**src/rtl/filter_pkg.sv**
```systemverilog
// Shared types and constants for the time-multiplexed biquad filter scheduler.
package filter_pkg;

    localparam int W        = 16;
    localparam int NUM_COEF = 6;

    typedef enum logic [2:0] {
        C_A0 = 3'd0,
        C_A1 = 3'd1,
        C_A2 = 3'd2,
        C_B0 = 3'd3,
        C_B1 = 3'd4,
        C_B2 = 3'd5
    } coef_idx_t;

    typedef enum logic [1:0] {
        IDLE,
        MAC,
        SCALE,
        WRITE
    } state_t;

endpackage

```
**src/rtl/filter_scheduler_if.sv**
```systemverilog
// Control, sample, coefficient-write and result signals of the filter scheduler.
interface filter_scheduler_if #(
    parameter int NUM_CH = 4,
    parameter int W      = filter_pkg::W
);
    localparam int CW = (NUM_CH > 1) ? $clog2(NUM_CH) : 1;

    logic                       Enable;
    logic                       sample_tick;
    logic [NUM_CH-1:0][W-1:0]   x_in;
    logic                       coef_we;
    logic [CW-1:0]              coef_ch;
    logic [2:0]                 coef_idx;
    logic [W-1:0]               coef_data;
    logic                       clear_ovr;
    logic [W-1:0]               y_out;
    logic [CW-1:0]              y_ch;
    logic                       y_valid;
    logic                       busy;
    logic                       overrun;

    modport slave (
        input  Enable, sample_tick, x_in, coef_we, coef_ch, coef_idx, coef_data, clear_ovr,
        output y_out, y_ch, y_valid, busy, overrun
    );

    modport master (
        output Enable, sample_tick, x_in, coef_we, coef_ch, coef_idx, coef_data, clear_ovr,
        input  y_out, y_ch, y_valid, busy, overrun
    );

endinterface

```
**src/rtl/filter_coef_bank.sv**
```systemverilog
// Double-buffered coefficient store: writes land in the shadow bank, a frame start
// commits the shadow bank (including a same-cycle write) into the active bank.
module filter_coef_bank #(
    parameter int NUM_CH = 4,
    parameter int W      = filter_pkg::W,
    parameter int CW     = 2
) (
    input  logic                  Clk,
    input  logic                  Reset,
    input  logic                  we,
    input  logic [CW-1:0]         wr_ch,
    input  logic [2:0]            wr_idx,
    input  logic [W-1:0]          wr_data,
    input  logic                  commit,
    input  logic [CW-1:0]         rd_ch,
    input  filter_pkg::coef_idx_t rd_idx,
    output logic [W-1:0]          rd_data
);
    import filter_pkg::*;

    logic [W-1:0] shadow     [NUM_CH][NUM_COEF];
    logic [W-1:0] active     [NUM_CH][NUM_COEF];
    logic [W-1:0] shadowNext [NUM_CH][NUM_COEF];

    // Index values 6 and 7 match no slot, so those writes fall away here.
    always_comb begin
        shadowNext = shadow;
        for (int c = 0; c < NUM_CH; c++) begin
            for (int k = 0; k < NUM_COEF; k++) begin
                if (we && wr_ch == CW'(c) && wr_idx == 3'(k)) begin
                    shadowNext[c][k] = wr_data;
                end
            end
        end
    end

    always_ff @(posedge Clk) begin
        if (Reset) begin
            for (int c = 0; c < NUM_CH; c++) begin
                for (int k = 0; k < NUM_COEF; k++) begin
                    shadow[c][k] <= '0;
                    active[c][k] <= '0;
                end
            end
        end else begin
            shadow <= shadowNext;
            if (commit) begin
                active <= shadowNext;
            end
        end
    end

    assign rd_data = active[rd_ch][rd_idx];

endmodule

```
**src/rtl/filter_scheduler.sv**
```systemverilog
// Serves NUM_CH biquad channels with one shared W x W multiplier,
// 7 cycles per channel: 5 MAC steps, one a0 scaling step and a history write-back.
module filter_scheduler #(
    parameter int NUM_CH = 4,
    parameter int W      = filter_pkg::W
) (
    input logic                Clk,
    input logic                Reset,
    filter_scheduler_if.slave  bus
);
    import filter_pkg::*;

    localparam int CW = (NUM_CH > 1) ? $clog2(NUM_CH) : 1;

    state_t        state, nextState;
    logic [CW-1:0] ch;
    logic [2:0]    step;
    logic [W-1:0]  xCur [NUM_CH];
    logic [W-1:0]  x1   [NUM_CH];
    logic [W-1:0]  x2   [NUM_CH];
    logic [W-1:0]  y1   [NUM_CH];
    logic [W-1:0]  y2   [NUM_CH];
    logic [W-1:0]  acc, yScaled, yOut;
    logic [CW-1:0] yCh;
    logic          yValid, overrun, busy;
    logic          accept, drop, lastStep, lastCh;
    coef_idx_t     coefSel;
    logic [W-1:0]  coefVal, operand, productHi;
    logic [2*W-1:0] mulAx, mulBx;

    assign accept   = (state == IDLE) && bus.Enable && bus.sample_tick;
    assign drop     = (state != IDLE) && bus.sample_tick;
    assign lastStep = (step == 3'd4);
    assign lastCh   = (ch == CW'(NUM_CH - 1));

    filter_coef_bank #(.NUM_CH(NUM_CH), .W(W), .CW(CW)) coefBank (
        .Clk     (Clk),
        .Reset   (Reset),
        .we      (bus.coef_we),
        .wr_ch   (bus.coef_ch),
        .wr_idx  (bus.coef_idx),
        .wr_data (bus.coef_data),
        .commit  (accept),
        .rd_ch   (ch),
        .rd_idx  (coefSel),
        .rd_data (coefVal)
    );

    // The single multiplier: sign-extended operands, keep the upper W product bits.
    assign mulAx     = {{W{coefVal[W-1]}}, coefVal};
    assign mulBx     = {{W{operand[W-1]}}, operand};
    assign productHi = W'((mulAx * mulBx) >> W);

    always_ff @(posedge Clk) begin
        if (Reset) begin
            state <= IDLE;
        end else begin
            state <= nextState;
        end
    end

    always_comb begin
        nextState = state;
        unique case (state)
            IDLE:    if (accept) nextState = MAC;
            MAC:     if (lastStep) nextState = SCALE;
            SCALE:   nextState = WRITE;
            WRITE:   nextState = lastCh ? IDLE : MAC;
            default: nextState = IDLE;
        endcase
    end

    always_comb begin
        busy    = (state != IDLE);
        coefSel = C_A0;
        operand = acc;
        if (state == MAC) begin
            unique case (step)
                3'd0:    begin coefSel = C_B0; operand = xCur[ch]; end
                3'd1:    begin coefSel = C_B1; operand = x1[ch];   end
                3'd2:    begin coefSel = C_B2; operand = x2[ch];   end
                3'd3:    begin coefSel = C_A1; operand = y1[ch];   end
                default: begin coefSel = C_A2; operand = y2[ch];   end
            endcase
        end
    end

    // History feeds back the unscaled accumulator; y_out carries the a0-scaled value.
    always_ff @(posedge Clk) begin
        if (Reset) begin
            ch      <= '0;
            step    <= '0;
            acc     <= '0;
            yScaled <= '0;
            yOut    <= '0;
            yCh     <= '0;
            yValid  <= 1'b0;
            overrun <= 1'b0;
            for (int i = 0; i < NUM_CH; i++) begin
                xCur[i] <= '0;
                x1[i]   <= '0;
                x2[i]   <= '0;
                y1[i]   <= '0;
                y2[i]   <= '0;
            end
        end else begin
            yValid <= 1'b0;
            if (drop) begin
                overrun <= 1'b1;
            end else if (bus.clear_ovr) begin
                overrun <= 1'b0;
            end
            unique case (state)
                IDLE: begin
                    if (accept) begin
                        for (int i = 0; i < NUM_CH; i++) begin
                            xCur[i] <= bus.x_in[i];
                        end
                        ch   <= '0;
                        step <= '0;
                    end
                end
                MAC: begin
                    acc  <= ((step == 3'd0) ? '0 : acc) + productHi;
                    step <= step + 3'd1;
                end
                SCALE: begin
                    yScaled <= productHi;
                end
                WRITE: begin
                    x2[ch] <= x1[ch];
                    x1[ch] <= xCur[ch];
                    y2[ch] <= y1[ch];
                    y1[ch] <= acc;
                    yOut   <= yScaled;
                    yCh    <= ch;
                    yValid <= 1'b1;
                    ch     <= ch + 1'b1;
                    step   <= '0;
                end
                default: ;
            endcase
        end
    end

    assign bus.y_out   = yOut;
    assign bus.y_ch    = yCh;
    assign bus.y_valid = yValid;
    assign bus.busy    = busy;
    assign bus.overrun = overrun;

endmodule

```
**src/flat_wrapper.sv**
```systemverilog
// flat-port wrapper written by rule: the top's interface ports become plain ports
module filter_scheduler_flat import filter_pkg::*;
#(
    parameter int NUM_CH = 4,
    parameter int W      = filter_pkg::W
)
  (Clk, Reset, bus_Enable, bus_sample_tick, bus_x_in, bus_coef_we, bus_coef_ch, bus_coef_idx, bus_coef_data, bus_clear_ovr, bus_y_out, bus_y_ch, bus_y_valid, bus_busy, bus_overrun);
  filter_scheduler_if #(.NUM_CH(NUM_CH), .W(W)) bus_i ();
  input logic Clk;
  input logic Reset;
  input wire logic [$bits(bus_i.Enable)-1:0] bus_Enable;
  input wire logic [$bits(bus_i.sample_tick)-1:0] bus_sample_tick;
  input wire logic [$bits(bus_i.x_in)-1:0] bus_x_in;
  input wire logic [$bits(bus_i.coef_we)-1:0] bus_coef_we;
  input wire logic [$bits(bus_i.coef_ch)-1:0] bus_coef_ch;
  input wire logic [$bits(bus_i.coef_idx)-1:0] bus_coef_idx;
  input wire logic [$bits(bus_i.coef_data)-1:0] bus_coef_data;
  input wire logic [$bits(bus_i.clear_ovr)-1:0] bus_clear_ovr;
  output wire logic [$bits(bus_i.y_out)-1:0] bus_y_out;
  output wire logic [$bits(bus_i.y_ch)-1:0] bus_y_ch;
  output wire logic [$bits(bus_i.y_valid)-1:0] bus_y_valid;
  output wire logic [$bits(bus_i.busy)-1:0] bus_busy;
  output wire logic [$bits(bus_i.overrun)-1:0] bus_overrun;
  assign bus_i.Enable = bus_Enable;
  assign bus_i.sample_tick = bus_sample_tick;
  assign bus_i.x_in = bus_x_in;
  assign bus_i.coef_we = bus_coef_we;
  assign bus_i.coef_ch = bus_coef_ch;
  assign bus_i.coef_idx = bus_coef_idx;
  assign bus_i.coef_data = bus_coef_data;
  assign bus_i.clear_ovr = bus_clear_ovr;
  assign bus_y_out = bus_i.y_out;
  assign bus_y_ch = bus_i.y_ch;
  assign bus_y_valid = bus_i.y_valid;
  assign bus_busy = bus_i.busy;
  assign bus_overrun = bus_i.overrun;
  filter_scheduler #(.NUM_CH(NUM_CH), .W(W)) u_core (.Clk(Clk), .Reset(Reset), .bus(bus_i));
endmodule
```
**config.mk**
```make
export PLATFORM = sky130hd
export DESIGN_NAME = filter_scheduler_flat
export DESIGN_NICKNAME = d
export VERILOG_FILES = /design/src/rtl/filter_pkg.sv /design/src/rtl/filter_scheduler_if.sv /design/src/rtl/filter_coef_bank.sv /design/src/rtl/filter_scheduler.sv /design/src/flat_wrapper.sv
export SDC_FILE = /design/constraint.sdc
export NUM_CORES = 2
export LEC_CHECK = 0
export CORE_ASPECT_RATIO = 1.4
export CORE_MARGIN = 2
export CORE_UTILIZATION = 48
export DETAILED_ROUTE_END_ITERATION = 12
export SLEW_MARGIN = 20
export SYNTH_ARGS = -nofsm -noshare
export SYNTH_HDL_FRONTEND = slang
export SYNTH_HIERARCHICAL = 1
export SYNTH_SLANG_ARGS = --single-unit
```
**constraint.sdc**
```tcl
create_clock -name Clk -period 13.8 [get_ports Clk]
set_input_delay 2.76 -clock Clk [delete_from_list [all_inputs] [get_ports Clk]]
set_output_delay 2.76 -clock Clk [all_outputs]
set_load 0.02 [all_outputs]
```
* Word level (Yosys, flattened, before mapping)
Memory sizes are Yosys's and may differ from the RTL's. A register that Yosys moved wholly into a read port is not among the register bits.
Index checks and enable logic that the tools add are counted.
** Storage, ports and cells
- Memories kept :: 5
- Register bits :: 827
- Output and inout bits :: 21
- Input bits :: 91
- Memory bits (writable) :: 320
- Logic and storage cells :: 218
** Cells by class
- Reduce and logical (&&, ||, !) cells :: 46
- Mux-type cells :: 80
- Equality and inequality tests :: 18
- Bitwise operators :: 6
- Magnitude comparators :: 2
- Multiply operators :: 1
- $add $sub $neg :: 3
** Memory list
- u_core.x1 :: words 4, bits a word 16, rd ports 1, clocked after Yosys merged registers in 1, write ports 4, RTL line filter_scheduler.sv:19 : logic [W-1:0] x1 [NUM_CH];
- u_core.x2 :: words 4, bits a word 16, rd ports 1, clocked after Yosys merged registers in 1, write ports 4, RTL line filter_scheduler.sv:20 : logic [W-1:0] x2 [NUM_CH];
- u_core.xCur :: words 4, bits a word 16, rd ports 1, clocked after Yosys merged registers in 1, write ports 4, RTL line filter_scheduler.sv:18 : logic [W-1:0] xCur [NUM_CH];
- u_core.y1 :: words 4, bits a word 16, rd ports 1, clocked after Yosys merged registers in 1, write ports 4, RTL line filter_scheduler.sv:21 : logic [W-1:0] y1 [NUM_CH];
- u_core.y2 :: words 4, bits a word 16, rd ports 1, clocked after Yosys merged registers in 1, write ports 4, RTL line filter_scheduler.sv:22 : logic [W-1:0] y2 [NUM_CH];
** Operators with widths (number)
- $mux W16 :: 36
- $bmux W96 S2 :: 1
- $mux W96 :: 2
- $pmux W16 S4 :: 1
- $reduce_or A16 Y1 :: 4
- $bmux W16 S3 :: 1
- $mux W2 :: 17
- $mul A16 B16 Y32 :: 1
- $logic_and A1 B1 Y1 :: 31
- $add A16 B16 Y16 :: 1
- $mux W1 :: 16
- $eq A3 B2 Y1 const B :: 4
- $pmux W3 S4 :: 1
- $eq A2 B2 Y1 const B :: 5
- $eq A3 B3 Y1 const B :: 3
- $pmux W3 S3 :: 1
- $pmux W2 S4 :: 1
- $eq A3 B1 Y1 const B :: 2
- $logic_not A3 Y1 :: 2
- $mux W3 :: 2
- $reduce_and A2 Y1 :: 3
- $reduce_bool A2 Y1 :: 3
- $eq A2 B1 Y1 const B :: 2
- $ge A4 B4 Y1 const B :: 1
- 10 further kinds :: 15

* Logic depth before layout (Yosys ltp)
- Depth in word-level cells :: 9
- Mapped depth :: 48
- Depth with buffers taken out :: 42

* By module
Netlist, hierarchy kept.
** By module, submodules not included
- filter_coef_bank :: cells each 2942, seq. area each 15374.7 um^2, area each 29464.5 um^2, instances 1
- filter_scheduler :: cells each 2317, seq. area each 10830.4 um^2, area each 27164.8 um^2, instances 1

* Least setup slack after synthesis
No wires, ideal clock.
- Path kind :: reg-to-reg
- From :: register u_core.state[1]
- To :: register u_core.acc[15]
- Clock period less this slack :: 10667 ps
- Arrival :: 10535 ps
- Cell stages (with the launch flop) :: 45
- Required time :: 13668 ps
- Setup slack :: 3133 ps
- Cells stage by stage :: dfxtp_1 -> inv_1 -> ha_1 -> clkbuf_1 -> clkbuf_1 -> clkbuf_1 -> nand2_1 -> nor2_1 -> nor2b_1 -> clkbuf_1 -> clkbuf_1 -> a22oi_1 -> o211ai_1 -> nand3_1 -> clkbuf_1 -> and2_1 -> fa_1 -> inv_1 -> [9 not listed] -> or3_1 -> or4_1 -> a2111oi_0 -> o21ai_1 -> and3_1 -> a21o_1 -> a21oi_1 -> xnor2_1 -> ha_1 -> nand3_1 -> o31ai_1 -> nor4_1 -> nor3_1 -> a31oi_1 -> o21a_1 -> or3_1 -> a41oi_1 -> a31oi_1
** On the way
- Word-level cells in the longest chain between the ends :: 8
** Ends and longest elaborated chain
- start, declared :: RTL line filter_scheduler.sv:15 : state_t state, nextState;
- start signal, assigned :: RTL line filter_scheduler.sv:58 : state <= nextState;
- $eq A2 B1 Y1 :: RTL line filter_scheduler.sv:77 : if (state == MAC) begin
- $mux W3 :: RTL line filter_scheduler.sv:77
- net u_core.coefSel[0] :: RTL line filter_scheduler.sv:27 : coef_idx_t coefSel;
- $not A3 Y4 (implied by the code) :: RTL line filter_coef_bank.sv:53 : assign rd_data = active[rd_ch][rd_idx];
- $bmux W16 S3 :: RTL line filter_coef_bank.sv:53
- $mux W16 (implied by the code) (2 in series) :: RTL line filter_coef_bank.sv:53
- net u_core.coefVal[9] :: RTL line filter_scheduler.sv:28 : logic [W-1:0] coefVal, operand, productHi;
- $mul A16 B16 Y32 :: RTL line filter_scheduler.sv:52 : assign productHi = W'((mulAx * mulBx) >> W);
- net u_core.productHi[7] :: RTL line filter_scheduler.sv:28
- $add A16 B16 Y16 :: RTL line filter_scheduler.sv:124 : acc <= ((step == 3'd0) ? '0 : acc) + productHi;
- end signal, assigned :: RTL line filter_scheduler.sv:124
- end, declared :: RTL line filter_scheduler.sv:23 : logic [W-1:0] acc, yScaled, yOut;
The timed path passes the listed nets, and every way through them passes these cells. The select of a mux whose other input is x is not followed.
A chain may end at the register's enable or synchronous reset.

* Worst setup path in the final report
- From :: register u_core.step[1]
- To :: register u_core.acc[15]
** On the way
- Word-level cells in the longest chain between the ends :: 9
** Ends and longest elaborated chain
- start, declared :: RTL line filter_scheduler.sv:17 : logic [2:0] step;
- start signal, assigned :: RTL line filter_scheduler.sv:125 : step <= step + 3'd1;
- $eq A3 B2 Y1, or another cell as far along :: RTL line filter_scheduler.sv:78 : unique case (step)
- $pmux W3 S4 * :: RTL line filter_scheduler.sv:78
- $mux W3 * :: RTL line filter_scheduler.sv:77
- net u_core.coefSel[2] :: RTL line filter_scheduler.sv:27
- $not A3 Y4 (implied by the code) * :: RTL line filter_coef_bank.sv:53
- $bmux W16 S3 * :: RTL line filter_coef_bank.sv:53
- $mux W16 (implied by the code) * (2 in series) :: RTL line filter_coef_bank.sv:53
- net u_core.coefVal[10] :: RTL line filter_scheduler.sv:28
- $mul A16 B16 Y32 * :: RTL line filter_scheduler.sv:52
- net u_core.productHi[7] :: RTL line filter_scheduler.sv:28
- $add A16 B16 Y16 * :: RTL line filter_scheduler.sv:124
Mark *: on every way through the listed nets, which the timed path passes. The rest lies on a longest branch. The select of a mux whose other input is x is not followed.

==> out/metrics.cfg <==
[status]
outcome=finished, final reports clean

[global_route]
grt_max_degree=228
grt_overflow=0
grt_pass1_vias=37600
track_usage_pct=24.3
grt_pass1_wl_um=227000
antenna_found_initial=9

[place]
dpl.hpwl_um=93900
port_buffers=111
gp_congestion=0.852
placedCellCount=6557
dpl_worst_slack_ns=2.01

[worst_setup_path]
max_stage_delay_ns=0.82
end_kind=flop
arrival_ns=12.43
cpMostUsedCell=fa_1
cp_max_fo=17
start_kind=flop
cpMaxStageDelayCell=ha_1
crit_required_ns=14.36
crit_type=reg -> reg

[sta]
max_freq_mhz=84.2
final.setup.tns_ns=0
worst_slew_margin_rel_pct=21.0
setup_slack_ns=1.93
fin_crit_sh_pct=86.0
hold_violations=0
finalSetupViolCount=0
skew_ns=0.0447
slew_violations=0
rsz0062_at_grt=false
tightest_slew_ns=1.18
final.min_clock_period_ns=11.87

[detailed_routing]
vias_per_cell=5.54
drc_errors=0
routed_wl_um=146000
ant_nets=0
drt_pre_antenna_iters=6
routedWlPerCell_um=21.6
drtIter0Drc=2410
vias=37400

[power_and_ir_drop]
p_leak_nw=25.2
p_clk_share_pct=24.6
power_density_nw_per_um2=199
switching_share_pct=39.5
p_sw_mw=4.90
power_frac_seq_pct=31.6
vdd_drop_max_uv=188
p_int_mw=7.51
finalPower_mw=12.4
combPwrFrac_pct=43.9

[cts]
cts.path.max_buffers=3
clock-sinks=1149
hold_buffers=0
ctsResizeCount=0
cts_setup_buffers=0
cts_tree=yes
numCtsBuffers=110
clk_pin_slew_ns=0.06
clock_latency_ns=0.73
cts_root_buffer=clkbuf_16
cts.htree.levels=3

[yosys]
synth_top_area_share_pct=29.3
yosysMostFrequentCell=nor2_1
seq_area_frac_synth_pct=46.3
yosys.area.top_type=dfxtp_1
avgSynthCellArea_um2=10.8
synthArstFlopShare_pct=0
syn_nets=5717
synth_common_cells=nor2_1 (894), dfxtp_1 (829), mux2i_1 (547), a211oi_1 (387), clkbuf_1 (327)
netlist_instances=5259
yosys_warnings=6
netlist_area_um2=56600
yosysUniqueCellTypes=74
synth_area_leaders=dfxtp_1 (29%), edfxtp_1 (17%), mux2i_1 (9.7%), fa_1 (9.3%), nor2_1 (5.9%)
synth_seq_cells=1149
synth_edf_count=320
synthFlopType=dfxtp_1

[die]
rows=149
floorplan.initialDensity_pct=48.2
die_y_um=410
io_pins=112
dieArea_um2=121000
fp.dieW_um=294
core_um2=117000

[finish]
syn2layout_area_growth_pct=10.2
stdcell_count=6761
drive_gt1_share_pct=8.38
fin_util_pct=53.1
n_fill_cell=10500
insertedDiodeCount=0
fin_nets=5617

[hold_path]
hp-class=reg -> reg

[run]
drv_cap=0

[cells in the final DEF, fill, tap and decap left out, types with 5 or more instances in the layout]
cell type and n:
o211ai_1 17, edfxtp_1 320, inv_1 323, buf_4 80, nand2b_1 40, nand2_2 6
o21bai_1 5, clkbuf_1 33, clkbuf_8 25, a221oi_1 9, o21ai_0 18, or3_1 5
mux2_2 8, buf_12 5, a21o_1 18, clkinv_2 19, xor2_1 8, a22oi_1 79
nand3_1 49, clkbuf_16 112, fa_1 262, mux4_2 107, mux2i_1 547, nor2_1 892
nand2_1 122, nor2b_1 120, a31oi_1 19, or2_2 13, and2_1 285, a21oi_1 67
dfxtp_1 825, xnor2_1 28, ha_1 104, a211oi_1 387, and3_1 71, clkdlybuf4s50_1 108
[routing by layer]
metal | GRT usage (%) | up-vias | wire length (um)
li1 | - | 17800 | -
met1 | 31.0 | 18700 | 62500
met2 | 42.9 | 739 | 74000
met3 | 2.96 | 207 | 5660
met4 | 7.27 | 10 | 4070
met5 | 0 | - | 58
[kinds of logic (layout without fill, tap and decap cells)]
logic type	count (synthesis)	after routing	share of synthesized area, %
flip-flops	1149	1149	46.3
adder cells (fa/ha/maj)	367	367	11.6
AND/OR/NAND/NOR	1654	1654	13.8
AO/OA/AOI/OAI	652	652	8.37
XOR/XNOR	36	36	0.557
multiplexers	665	665	14.2
buffers and inverters	736	728	5.20
[cell type report]
class                           count  area (um^2)  share of cell area (%)
Clock inverter                     34          388                   0.621
Multi-Input combinational cell   3374        27600                    44.2
Sequential cell                  1149        26200                    42.0
Inverter                          326         1230                    1.97
Tap cell                         1510         1890                    3.03
Timing Repair Buffer              198         1830                    2.93
Clock buffer                      170         3270                    5.24
[power groups by stage]
stage,Clock (mW),Sequential (mW),Combinational [mW]
after global routing,3.24,3.95,6.05
final,3.05,3.92,5.45
after detailed placement,0,3.99,5.46
after floorplan,0,3.93,3.83
after CTS,3.12,3.92,5.48
after global placement,0,3.98,5.36
[worst paths after layout]
path / start / to / slack (ns) / cells after the start
setup / recovery: u_core/step[1] / u_core/acc[15] / 1.93 / 38
hold / removal: u_core/yScaled[11] / u_core/yScaled[11] / 0.47 / 2
setup reg to reg: u_core/step[1] / u_core/acc[15] / 1.93 / 38
hold reg to reg: u_core/yScaled[11] / u_core/yScaled[11] / 0.47 / 2
[registers in the layout (all words and copies together), names as in the netlist, 64 cells and up, named ones only]
signal                  count
u_core/xCur                64
u_core/coefBank/shadow    384
u_core/x1                  64
u_core/x2                  64
u_core/y2                  64
u_core/coefBank/active    384
u_core/y1                  64
[per-stage QoR]
step	instance area, um^2	hold WS, ns
after floorplan	56600	0.450
after global placement	58700	0.466
after detailed placement	58800	0.467
after CTS	62400	0.477
after global routing	62400	0.496
final	62400	0.472
[worst max-delay path: cells and delay by family, from the launching register on]
family	cells	cell delay, ns
fa+ha+maj	9	4.42
simple gates	13	4.28
compound gates	10	2.20
flops	1	0.35
buf+inv	5	0.30
xor+xnor	1	0.12
(Power assumes the default switching activity.)
